`config.mk`:
```
export PLATFORM = sky130hd
export DESIGN_NAME = sha256_nonce_sweeper
export DESIGN_NICKNAME = d
export VERILOG_FILES = /design/src/rtl/sha256_nonce_sweeper.sv
export SDC_FILE = /design/constraint.sdc
export NUM_CORES = 1
export LEC_CHECK = 0
export BUFFER_PORTS_ARGS = -buffer_cell sky130_fd_sc_hd__buf_4
export CAP_MARGIN = 0
export CORE_UTILIZATION = 40
export CTS_CLUSTER_SIZE = 30
export DETAILED_ROUTE_END_ITERATION = 10
export GPL_ROUTABILITY_DRIVEN = 0
export PLACE_DENSITY = 0.65
export SKIP_LAST_GASP = 1
export SLEW_MARGIN = 10
export SYNTH_ARGS = -nofsm -noshare
export SYNTH_HDL_FRONTEND = slang
export SYNTH_SLANG_ARGS = --single-unit
export TNS_END_PERCENT = 50
```
`constraint.sdc`:
```
create_clock -name i_clk -period 4.74 [get_ports i_clk]
set_input_delay 0.948 -clock i_clk [delete_from_list [all_inputs] [get_ports i_clk]]
set_output_delay 0.948 -clock i_clk [all_outputs]
set_load 0.02 [all_outputs]
```
`src/rtl/sha256_nonce_sweeper.sv`:
```
// Nonce sweeper: drives the sha256_core byte bus through write-nonce / start / wait / digest-check
// loops until a hit, range exhaustion, abort or irq timeout.
module sha256_nonce_sweeper #(
    parameter logic [6:0]  NONCE_ADDR  = 7'd76,
    parameter logic [6:0]  STATUS_ADDR = 7'd80,
    parameter logic [6:0]  DIGEST_BASE = 7'd96,
    parameter logic [15:0] TIMEOUT     = 16'd1024
) (
    input  logic        i_clk,
    input  logic        i_rst,
    input  logic        i_start,
    input  logic        i_abort,
    input  logic [31:0] i_nonce_first,
    input  logic [31:0] i_nonce_last,
    input  logic [5:0]  i_zero_bytes,
    output logic [6:0]  o_core_addr,
    output logic [7:0]  o_core_data,
    output logic        o_core_we,
    input  logic        i_core_irq,
    input  logic [7:0]  i_core_rdata,
    output logic        o_busy,
    output logic        o_done,
    output logic        o_found,
    output logic        o_error,
    output logic [31:0] o_nonce,
    output logic [31:0] o_attempts
);

    typedef enum logic [3:0] {
        IDLE, WR_NONCE, GO, ARM, CLR, WAIT, READ, NEXT, STOP, FIN
    } state_t;

    state_t      state, state_n;
    logic [15:0] cnt, cnt_n;
    logic [31:0] nonce, nonce_n;
    logic [31:0] last, last_n;
    logic [5:0]  zb, zb_n;
    logic        found, found_n;
    logic        error, error_n;
    logic [31:0] attempts, attempts_n;
    logic [31:0] nonce_out, nonce_out_n;
    logic        busy, busy_n;
    logic        done, done_n;
    logic [6:0]  core_addr, core_addr_n;
    logic [7:0]  core_data, core_data_n;
    logic        core_we, core_we_n;

    // Control protocol: i_start is a single-cycle request accepted only while o_busy is low;
    // o_busy stays high until the cycle o_done pulses, and results hold until the next accepted start.
    always_comb begin
        state_n     = state;
        cnt_n       = cnt;
        nonce_n     = nonce;
        last_n      = last;
        zb_n        = zb;
        found_n     = found;
        error_n     = error;
        attempts_n  = attempts;
        case (state)
            IDLE: begin
                if (i_start && !i_abort) begin
                    nonce_n    = i_nonce_first;
                    last_n     = i_nonce_last;
                    zb_n       = (i_zero_bytes > 6'd32) ? 6'd32 : i_zero_bytes;
                    found_n    = 1'b0;
                    error_n    = 1'b0;
                    attempts_n = '0;
                    cnt_n      = '0;
                    state_n    = WR_NONCE;
                end
            end
            WR_NONCE: begin
                if (cnt[1:0] == 2'd3) begin
                    cnt_n   = '0;
                    state_n = GO;
                end else begin
                    cnt_n = cnt + 16'd1;
                end
            end
            GO: begin
                cnt_n   = '0;
                state_n = ARM;
            end
            ARM: begin
                // irq dropping means the core has left INIT and latched the start request
                if (!i_core_irq) begin
                    state_n = CLR;
                end else if (cnt == TIMEOUT - 16'd1) begin
                    error_n = 1'b1;
                    state_n = STOP;
                end else begin
                    cnt_n = cnt + 16'd1;
                end
            end
            CLR: begin
                cnt_n   = '0;
                state_n = WAIT;
            end
            WAIT: begin
                if (i_core_irq) begin
                    attempts_n = (attempts == 32'hFFFF_FFFF) ? attempts : attempts + 32'd1;
                    cnt_n      = '0;
                    if (zb == 6'd0) begin
                        found_n = 1'b1;
                        state_n = STOP;
                    end else begin
                        state_n = READ;
                    end
                end else if (cnt == TIMEOUT - 16'd1) begin
                    error_n = 1'b1;
                    state_n = STOP;
                end else begin
                    cnt_n = cnt + 16'd1;
                end
            end
            READ: begin
                if (i_core_rdata != 8'd0) begin
                    state_n = NEXT;
                end else if (cnt[5:0] == zb - 6'd1) begin
                    found_n = 1'b1;
                    state_n = STOP;
                end else begin
                    cnt_n = cnt + 16'd1;
                end
            end
            NEXT: begin
                if (nonce == last) begin
                    state_n = STOP;
                end else begin
                    nonce_n = nonce + 32'd1;
                    cnt_n   = '0;
                    state_n = WR_NONCE;
                end
            end
            STOP:    state_n = FIN;
            FIN:     state_n = IDLE;
            default: state_n = IDLE;
        endcase

        // Abort overrides whatever the sweep decided this cycle; STOP/FIN are already terminating
        if (i_abort && state != IDLE && state != STOP && state != FIN) begin
            state_n = STOP;
            found_n = 1'b0;
            error_n = 1'b0;
            nonce_n = nonce;
            cnt_n   = cnt;
        end

        busy_n      = (state_n != IDLE) && (state_n != FIN);
        done_n      = (state_n == FIN);
        nonce_out_n = (state_n == FIN) ? nonce : nonce_out;

        // Bus outputs are registered, so they are derived from the next state and counter
        core_addr_n = '0;
        core_data_n = '0;
        core_we_n   = 1'b0;
        case (state_n)
            WR_NONCE: begin
                core_addr_n = NONCE_ADDR + {5'd0, cnt_n[1:0]};
                core_data_n = nonce_n[{cnt_n[1:0], 3'b000} +: 8];
                core_we_n   = 1'b1;
            end
            GO: begin
                core_addr_n = STATUS_ADDR;
                core_data_n = 8'h03;
                core_we_n   = 1'b1;
            end
            CLR: begin
                core_addr_n = STATUS_ADDR;
                core_data_n = 8'h02;
                core_we_n   = 1'b1;
            end
            STOP: begin
                core_addr_n = STATUS_ADDR;
                core_data_n = 8'h00;
                core_we_n   = 1'b1;
            end
            READ: begin
                core_addr_n = DIGEST_BASE + 7'd31 - cnt_n[6:0];
            end
            default: ;
        endcase
    end

    always_ff @(posedge i_clk) begin
        if (i_rst) begin
            state     <= IDLE;
            cnt       <= '0;
            nonce     <= '0;
            last      <= '0;
            zb        <= '0;
            found     <= 1'b0;
            error     <= 1'b0;
            attempts  <= '0;
            nonce_out <= '0;
            busy      <= 1'b0;
            done      <= 1'b0;
            core_addr <= '0;
            core_data <= '0;
            core_we   <= 1'b0;
        end else begin
            state     <= state_n;
            cnt       <= cnt_n;
            nonce     <= nonce_n;
            last      <= last_n;
            zb        <= zb_n;
            found     <= found_n;
            error     <= error_n;
            attempts  <= attempts_n;
            nonce_out <= nonce_out_n;
            busy      <= busy_n;
            done      <= done_n;
            core_addr <= core_addr_n;
            core_data <= core_data_n;
            core_we   <= core_we_n;
        end
    end

    assign o_core_addr = core_addr;
    assign o_core_data = core_data;
    assign o_core_we   = core_we;
    assign o_busy      = busy;
    assign o_done      = done;
    assign o_found     = found;
    assign o_error     = error;
    assign o_nonce     = nonce_out;
    assign o_attempts  = attempts;

endmodule

```
==> metrics <==
cells on worst reg2reg path 9; WL/cell 17.88 um; gr usage total 0.2446; Yosys reg bits 174; row count 54; Slew headroom 0.4388; clk_lat worst skew around 0.44 ns; layout cells sized above 1 0.1838; non-filler cells, final 1564; Max Cap Viol 0; leading area contributor after synthesis dfxtp_1; placed insts 1532; Hold Path Sink o_nonce[21]$_SDFFE_PP0N_; FF/Latch Area 3483 um2; vias in the first global route ~8000; Reg clk slew, reported paths 0.07 ns; vias post-DR around 9000; VDD IR max 230.0 uV; Post-DRT Antenna Nets 0; final hold vios 0; Slew Limit Fails 0; Die W 151.4 um; Setup Skew 0.01550 ns; Setup WS pre-CTS 0.9214 ns; DRT iter0 DRCs 788; CTS Buf Count 17; met3 wire length 2.019 mm; clk buf depth 2; hold_buf cts 0; Hold Path Cell Cnt 2; uppermost layer routed met4; # DRC 0; crit path launch type flip-flop; FF-to-FF Start nonce[20]$_SDFF_PP0_; DR pass1 iterations 6; Post-DP Area 10350 um2; total grt overflow 0; Fill cells 2185; highest clock rate 273.3 MHz; WL final 27.97 mm; Final Util 0.4998; crit path max fanout 20; worst-margin pin slew 0.8312 ns; flop2flop setup slack 1.08 ns; port bufs approximately 170; met2 WL 13.13 mm; clk root buf clkbuf_16; CTS tree built; post-route cell area 10910 um2; count of different cell masters after synthesis 78; Syn Inst Count 1139; Syn-to-layout area delta 22.24%; main flop type after synthesis dfxtp_1; Leakage about 4.4 nW; Netlist Area Pre-Place between 8000 and 9000 um2; WP data arrival 4.02 ns; area of the multi-input gates 5109 um2; HP Start o_nonce[21]$_SDFFE_PP0N_; PwrDens between 400 and 500 nW/um2; crit share post-route 0.7720; Crit. End Element flip-flop; worst setup margin between 1 and 1.5 ns; Post-synth EDFFs 0; H-tree Lvls 4; wl on met1 around 12 mm; final setup fails 0; I/O pin total 167; RR Endpoint o_core_data[4]$_SDFF_PP0_; DIE AREA 22910 um2; CTS resizes 0; Async S/R FF share, synth 0; clk sinks 174; top-count cell post-synth nand2_1; Post-CTS Setup Repair Bufs 0; required time of the worst setup path 5.10 ns; first-pass GRT wire length approximately 43 mm; largest net degree at the start of global routing 75; vias per cell around 5.6; top cells by area, synth dfxtp_1 39%, nand2_1 8.9%, a21oi_1 6.3%, xor2_1 5.4%, nor2_1 4.7%; Synth Warn # 0; Core ar. between 20000 and 25000 um2; status complete, no violations; top post-synthesis cells by count 211 x nand2_1, 174 x dfxtp_1, 112 x a21oi_1, 112 x nor2_1, 55 x xor2_1; syn_nets 1228; Die Ht between 150 and 200 um; Synth top area share 0.3904; sequential share of the synthesized area 0.3904; initial antenna violation count 0; Setup TNS Final 0 ns; RSZ-0062 raised after global routing false; Post-DP HPWL between 20 and 25 mm; syn_area_per_cell 7.833 um2; antenna diode count 0; Nets 1360; post-route minimum period 3.659 ns; Worst Path Class, Setup reg2reg; initial core utilization 0.4088; Hold/Removal Path Class reg2reg
[cells by family after synthesis]
| logic type | Yosys count | share of synthesized area |
|---|---|---|
| fa+ha+maj | 6 | 0.008414 |
| mux | 18 | 0.02118 |
| xor+xnor | 74 | 0.07264 |
| buf+inv | 80 | 0.03758 |
| compound gates | 248 | 0.1798 |
| simple gates | 539 | 0.2900 |
| flops | 174 | 0.3904 |
[flip-flops by register name (all words and copies together) (netlist names)]
| name | count |
|---|---|
| last | 32 |
| o_done | 1 |
| o_nonce | 32 |
| o_busy | 1 |
| o_core_addr | 7 |
| o_core_data | 8 |
| state | 4 |
| o_found | 1 |
| o_error | 1 |
| o_attempts | 32 |
| o_core_we | 1 |
| cnt | 16 |
| zb | 6 |
| nonce | 32 |
[how the worst max path moves through the flow]
stage          slack (ns)  depth (start not counted)                 start                   endpoint
2_1_floorplan        1.50                         10       i_core_rdata[1]  o_core_data[4]$_SDFF_PP0_
3_3_place_gp         1.00                         10       i_core_rdata[5]  o_core_data[4]$_SDFF_PP0_
3_5_place_dp         0.92                         10       i_core_rdata[5]  o_core_data[4]$_SDFF_PP0_
4_1_cts              1.22                          9   nonce[5]$_SDFF_PP0_  o_core_data[4]$_SDFF_PP0_
5_1_grt              0.90                          9  nonce[21]$_SDFF_PP0_  o_core_data[4]$_SDFF_PP0_
6_report             1.08                          9  nonce[20]$_SDFF_PP0_  o_core_data[4]$_SDFF_PP0_
[stage by stage]
step	total power, mW	hold WS (ns)
after detailed placement	4.030	0.4473
after CTS	5.360	0.4571
after global placement	4.014	0.4459
final	5.373	0.4570
after floorplan	3.336	0.4478
after global routing	5.648	0.4809
[per-layer routing]
metal,global-route usage,vias up
li1,-,4280
met1,0.3125,4107
met2,0.3963,370
met3,0.05090,73
met4,0.1050,0
met5,0,-
[critical path: stages (launching register included)]
cell	delay, ns
dfxtp_1	0.55
xor2_1	0.13
nor4_1	0.33
and4_1	0.54
nand3_1	0.30
or4b_4	0.32
a21o_1	0.63
inv_1	0.30
a211o_1	0.35
a21oi_2	0.13
[layout make-up]
class / count / share of cell area
Inverter: 11 / 0.003786
Sequential cell: 174 / 0.3194
Tap cell: 280 / 0.03212
Timing Repair Buffer: 182 / 0.1253
Clock buffer: 19 / 0.03969
Clock inverter: 13 / 0.01136
Multi-Input combinational cell: 885 / 0.4684
[cell usage in the layout (no fill, tap or decap), types with 5 or more instances in the layout]
cell and instances:
nand2_1 211, buf_4 182, dfxtp_1 174, a21oi_1 112, nor2_1 112, xor2_1 55, nand3_1 36, o21ai_0 31
nand4_1 28, nor3_1 23, and3_1 23, xnor2_1 19, clkbuf_16 17, nor2b_1 15, nor4_1 15, a31oi_1 15
and2_1 14, and4_1 14, inv_1 11, or3_1 11, a21o_1 11, mux2i_1 11, nand3b_1 9, nand2b_1 8
a211oi_1 8, o22ai_1 7, ha_1 6, a22o_1 5, a22oi_1 5, a221oi_1 5
[power breakdown]
group	switching, mW	internal [mW]
Sequential	0.324	1.72
Clock	0.643	0.693
Combinational	1.25	0.747
Total	2.22	3.16
Power figures use the tool's default switching activity.
